<file path="config.mk">
export PLATFORM = sky130hd
export DESIGN_NAME = dcache_refill_unit
export DESIGN_NICKNAME = d
export VERILOG_FILES = /design/src/rtl/dcache_refill_unit.sv
export SDC_FILE = /design/constraint.sdc
export NUM_CORES = 2
export LEC_CHECK = 0
export CAP_MARGIN = 10
export CORE_AREA = 3 3 510 512
export DETAILED_ROUTE_END_ITERATION = 8
export DIE_AREA = 0 0 513 515
export SLEW_MARGIN = 20
export SYNTH_ARGS = -nofsm -noshare
export SYNTH_HDL_FRONTEND = slang
export SYNTH_SLANG_ARGS = --single-unit
</file>
<file path="constraint.sdc">
create_clock -name clk -period 6.38 [get_ports clk]
set_input_delay 1.276 -clock clk [delete_from_list [all_inputs] [get_ports clk]]
set_output_delay 1.276 -clock clk [all_outputs]
set_load 0.01 [all_outputs]
</file>
<file path="src/rtl/dcache_refill_unit.sv">
// Purpose: services one L1 data-cache miss by fetching a block over a narrow beat bus and returning it on the fill port.
// Latency: 1 (sample) + 1 (request) + BEATS (beats) + 1 (resolve) cycles minimum from miss to repair_resolved.
// Backpressure: request held until mem_req_ready; beats accepted only in FILL, gaps hold the beat counter.
module dcache_refill_unit #(
    parameter int BLOCK_BITS  = 1024,
    parameter int BEAT_BITS   = 32,
    parameter int OFFSET_BITS = 7
) (
    input  logic                      clk,
    input  logic                      rst_n,
    input  logic                      read_repair_request,
    input  logic                      write_miss_repair,
    input  logic [31:0]               rd_miss_addr,
    input  logic [31:0]               wr_miss_addr,
    output logic                      repair_resolved,
    output logic [31:0]               fill_addr,
    output logic [BLOCK_BITS-1:0]     fill_data,
    output logic [BLOCK_BITS/8-1:0]   fill_mask,
    output logic                      busy,
    output logic                      mem_req_valid,
    input  logic                      mem_req_ready,
    output logic [31:0]               mem_req_addr,
    input  logic                      mem_rsp_valid,
    input  logic [BEAT_BITS-1:0]      mem_rsp_data,
    output logic                      mem_rsp_ready
);

    localparam int BEATS = BLOCK_BITS / BEAT_BITS;
    localparam int CNT_W = $clog2(BEATS);
    localparam int BUF_W = BLOCK_BITS - BEAT_BITS;

    localparam logic [1:0] S_IDLE = 2'd0;
    localparam logic [1:0] S_REQ  = 2'd1;
    localparam logic [1:0] S_FILL = 2'd2;
    localparam logic [1:0] S_DONE = 2'd3;

    localparam logic [CNT_W-1:0] LAST_BEAT = CNT_W'(BEATS - 1);

    logic [1:0]            state;
    logic [CNT_W-1:0]      cnt;
    logic [31:0]           miss_addr;
    // Only the first BEATS-1 beats are staged; the last beat lands straight in fill_data.
    logic [BUF_W-1:0]      beat_buf;
    logic [BLOCK_BITS-1:0] fill_data_q;
    logic [31:0]           fill_addr_q;

    logic unused_addr_bits;
    assign unused_addr_bits = ^{rd_miss_addr[OFFSET_BITS-1:0], wr_miss_addr[OFFSET_BITS-1:0]};

    always_ff @(posedge clk or negedge rst_n) begin
        if (!rst_n) begin
            state       <= S_IDLE;
            cnt         <= '0;
            miss_addr   <= '0;
            beat_buf    <= '0;
            fill_data_q <= '0;
            fill_addr_q <= '0;
        end else begin
            case (state)
                S_IDLE: begin
                    // Read wins a tie; the dropped write miss is re-raised by the cache later.
                    if (read_repair_request) begin
                        miss_addr <= {rd_miss_addr[31:OFFSET_BITS], {OFFSET_BITS{1'b0}}};
                        state     <= S_REQ;
                    end else if (write_miss_repair) begin
                        miss_addr <= {wr_miss_addr[31:OFFSET_BITS], {OFFSET_BITS{1'b0}}};
                        state     <= S_REQ;
                    end
                end
                S_REQ: begin
                    if (mem_req_ready) begin
                        cnt   <= '0;
                        state <= S_FILL;
                    end
                end
                S_FILL: begin
                    if (mem_rsp_valid) begin
                        cnt <= cnt + 1'b1;
                        if (cnt == LAST_BEAT) begin
                            fill_data_q <= {mem_rsp_data, beat_buf};
                            fill_addr_q <= miss_addr;
                            state       <= S_DONE;
                        end else begin
                            beat_buf[cnt*BEAT_BITS +: BEAT_BITS] <= mem_rsp_data;
                        end
                    end
                end
                default: state <= S_IDLE;
            endcase
        end
    end

    assign busy            = (state != S_IDLE);
    assign mem_req_valid   = (state == S_REQ);
    assign mem_req_addr    = mem_req_valid ? miss_addr : '0;
    assign mem_rsp_ready   = (state == S_FILL);
    assign repair_resolved = (state == S_DONE);
    assign fill_mask       = {(BLOCK_BITS/8){repair_resolved}};
    assign fill_data       = fill_data_q;
    assign fill_addr       = fill_addr_q;

endmodule
</file>
==> qor.txt <==
Post-synthesis mux area share = 21.5%
Number of global-route vias before repair = 54.1k
Post-Syn Instances = 5,814
Synth Area per Inst = 14.0 um^2
Hold Buf Count CTS = 0
Post-synth top area share = 63.9%
Nets = 7,001
Yosys warnings = 0
P_int = 0.0229 W
Setup crit start = cnt[1]
Largest net degree at the start of global routing = 178
First-pass GRT wire length = 438,000 um
Worst slew pin tran = 1.12 ns
Synth Area in Adders = 0.123%
Num rows = 186
Gpl congestion = 0.820
Die span in y = 515 um
Tot GR Track Use = 23.4%
Worst-path maximum fanout = 32
Initial antenna violation count = 48
RSZ-0062 raised after global routing = no
H-tree levels = 4
Root Buffer = clkbuf_16
#FFs+latches synth = 2,073
Final setup fails = 0
Bufs on Longest Clock Path = 3
Area contributors post-synth = dfrtp_1, mux2_2, o21ai_0
CP Capture Type = flip-flop
Simple-gate share of the synthesized area = 4.02%
CTS resizes = 0
Ports = 1,322
Period Utilization, post-route = 72.4%
Critical R2R Launch = cnt[1]
Layout area overhead = 28.8%
Later-pin clock latency in the skew report = 0.89 ns
Status = finished clean
Leak = 50.7 nW
Comb pwr share = 16.4%
Worst Hold Class = primary input to async pin
Clock power frac = 41.7%
DR WL/cell = 30.2 um
Post-CTS Setup Inserts = 0
Post-Layout Cell Count = 10.5k
PwrDens = 312 nW/um^2
Final Hold Fails = 0
Setup Crit Path Kind = flip-flop to flip-flop
Slew margin rel. = 25.3%
Total Wirelength = 316,000 um
Num CTS Buffers = 216
Yosys top cell by area = dfrtp_1
Synth cell types = 64
Post-synthesis sequential area ratio = 63.9%
Worst path arrival time = 5.36 ns
TritonCTS Sinks = 2,073
Worst path required time = 7.12 ns
Critical Path Source Type = flip-flop
DRC errors left = 0
Die X-Extent = 513 um
1st-pass router iterations = 6
Max-cap violation count = 0
Maximum vdd drop = 458 uV
Layout cells sized above 1 = 27.8%
Sw power = 0.00970 W
DP Cell Count = 10.1k
Grt total ovfl = 0
Max frequency = 0.216 GHz
Core Area = 256,000 um^2
Largest family of logic cells by synthesized area = multiplexers
Slew Limit Fails = 0
Initial core utilization = 31.7%
FFs w/ async S/R, synth = 100%
Vias post-DR = 53.1k
Switching portion of total power = 29.8%
R2r setup slk = 1.76 ns
Drt initial violations = 4,153
Main synth FF type = dfrtp_1
Register share of total power = 41.9%
TNS Setup = 0 ns
Post-DP HPWL = 215,000 um
Compound-Gate Fraction of Synth Area = 6.15%
# port buffers = 1,293
Vias per std cell = 5.07
Post-Synth XOR/XNOR Area = 0.0648%
R2R Path End = beat_buf[705]
Period minus WS final = 4.62 ns
Cell area after synthesis = 81,200 um^2
Die area = 264,000 um^2
CTS clk-pin slew, worst paths = 0.06 ns
Post-synth EDFFs = 0
R2R depth = 10
Number of routed nets with antenna violations = 0
CTS tree = yes
Final Skew = 0.0684 ns
[power groups by stage]
stage / sequential (W) / combinational (W) / clock, W
floorplan: 0.0138 / 0.00271 / 0
global route: 0.0137 / 0.00570 / 0.0144
finish: 0.0136 / 0.00536 / 0.0136
detailed placement: 0.0139 / 0.00547 / 0
CTS: 0.0136 / 0.00548 / 0.0139
global placement: 0.0139 / 0.00544 / 0
[cells in the final DEF (no fill, tap or decap), types with 39 or more instances in the layout]
| master | instances |
|---|---|
| mux2_2 | 1319 |
| nand3_1 | 68 |
| nor2_1 | 63 |
| a21o_1 | 72 |
| o31ai_1 | 92 |
| nor4_1 | 70 |
| buf_4 | 139 |
| clkbuf_16 | 220 |
| clkbuf_1 | 39 |
| clkdlybuf4s50_1 | 1266 |
| o21ai_0 | 570 |
| inv_1 | 85 |
| dfrtp_1 | 2073 |
| nand2_1 | 289 |
| clkbuf_8 | 58 |
| mux2_1 | 109 |
| a22o_1 | 75 |
| mux2i_1 | 81 |
[cells in the mapped netlist, types with 8 or more instances]
| library cell | count |
|---|---|
| nor2_1 | 64 |
| a22o_1 | 75 |
| o31ai_1 | 92 |
| dfrtp_1 | 2073 |
| buf_2 | 83 |
| nand2_1 | 300 |
| and2_1 | 37 |
| buf_4 | 165 |
| or3_1 | 10 |
| nand3_1 | 75 |
| clkbuf_1 | 315 |
| o21ai_0 | 570 |
| nand4_1 | 8 |
| mux2_4 | 38 |
| mux2_1 | 109 |
| inv_1 | 85 |
| ha_1 | 8 |
| nor3_1 | 27 |
| mux2i_1 | 81 |
| buf_1 | 8 |
| buf_6 | 19 |
| a21o_1 | 72 |
| and3_1 | 15 |
| nor4_1 | 70 |
| o21bai_1 | 19 |
| mux2_2 | 1319 |
[worst max-delay path, cell delays in order, from the launching register on]
cell,delay [ns]
dfrtp_1,0.54
inv_1,0.15
ha_1,0.49
nand2b_1,0.20
nor2_1,0.14
ha_2,0.38
clkinv_1,0.39
nand2_4,0.48
buf_4,0.40
or3_2,0.86
mux2_2,0.41
[how the worst max path moves through the flow]
stage,endpoint,slack [ns]
global route,beat_buf[192],1.52
global placement,beat_buf[210],1.61
CTS,fill_mask[64],1.71
floorplan,fill_mask[0],2.01
detailed placement,beat_buf[201],1.52
finish,beat_buf[705],1.76
[layer usage]
layer	wire length, um	track usage, %	vias up	part of all wire, %
met5	36	0	-	0.011
met1	126000	29.1	28200	40
met4	14200	9.20	6	4.5
met2	151000	38.7	2032	48
li1	-	-	22400	-
met3	25400	6.26	439	8.0
[sequential cells by signal, summed over array words and instances (netlist names)]
signal,cells
fill_data,1024
beat_buf,992
fill_addr,25
miss_addr,25
cnt,5
state,2
[area by class of cell]
| cell class | count | area (um^2) |
|---|---|---|
| antenna | 15 | 37.5 |
| clock buffer | 317 | 6450 |
| clock inverter | 86 | 1280 |
| fill | 23700 | 152000 |
| inverter | 86 | 323 |
| multi-input combinational | 3077 | 26100 |
| sequential | 2073 | 51900 |
| tap | 3384 | 4230 |
| timing repair buffer | 1437 | 14200 |
[per-stage QoR]
| stage | utilization, % | worst slack [ns] | area, um^2 | total power [W] | hold slack [ns] |
|---|---|---|---|---|---|
| 2_1_floorplan | - | 2.01 | 81200 | 0.0165 | 0.446 |
| 3_3_place_gp | 37.7 | 1.61 | 96700 | 0.0193 | 0.456 |
| 3_5_place_dp | 37.7 | 1.52 | 96700 | 0.0194 | 0.463 |
| 4_1_cts | 40.8 | 1.71 | 104000 | 0.0330 | 0.393 |
| 5_1_grt | 40.8 | 1.52 | 105000 | 0.0338 | 0.385 |
| 6_report | 40.8 | 1.76 | 105000 | 0.0326 | 0.413 |
[cells by family (layout without fill, tap and decap cells)]
group,after synthesis,in the layout
flops,2073,2073
fa+ha+maj,8,8
mux,1547,1547
other cells,1,29
buf+inv,677,1926
xor+xnor,3,3
compound gates,842,842
simple gates,663,663
No activity file was read; power rests on OpenSTA's default activity.
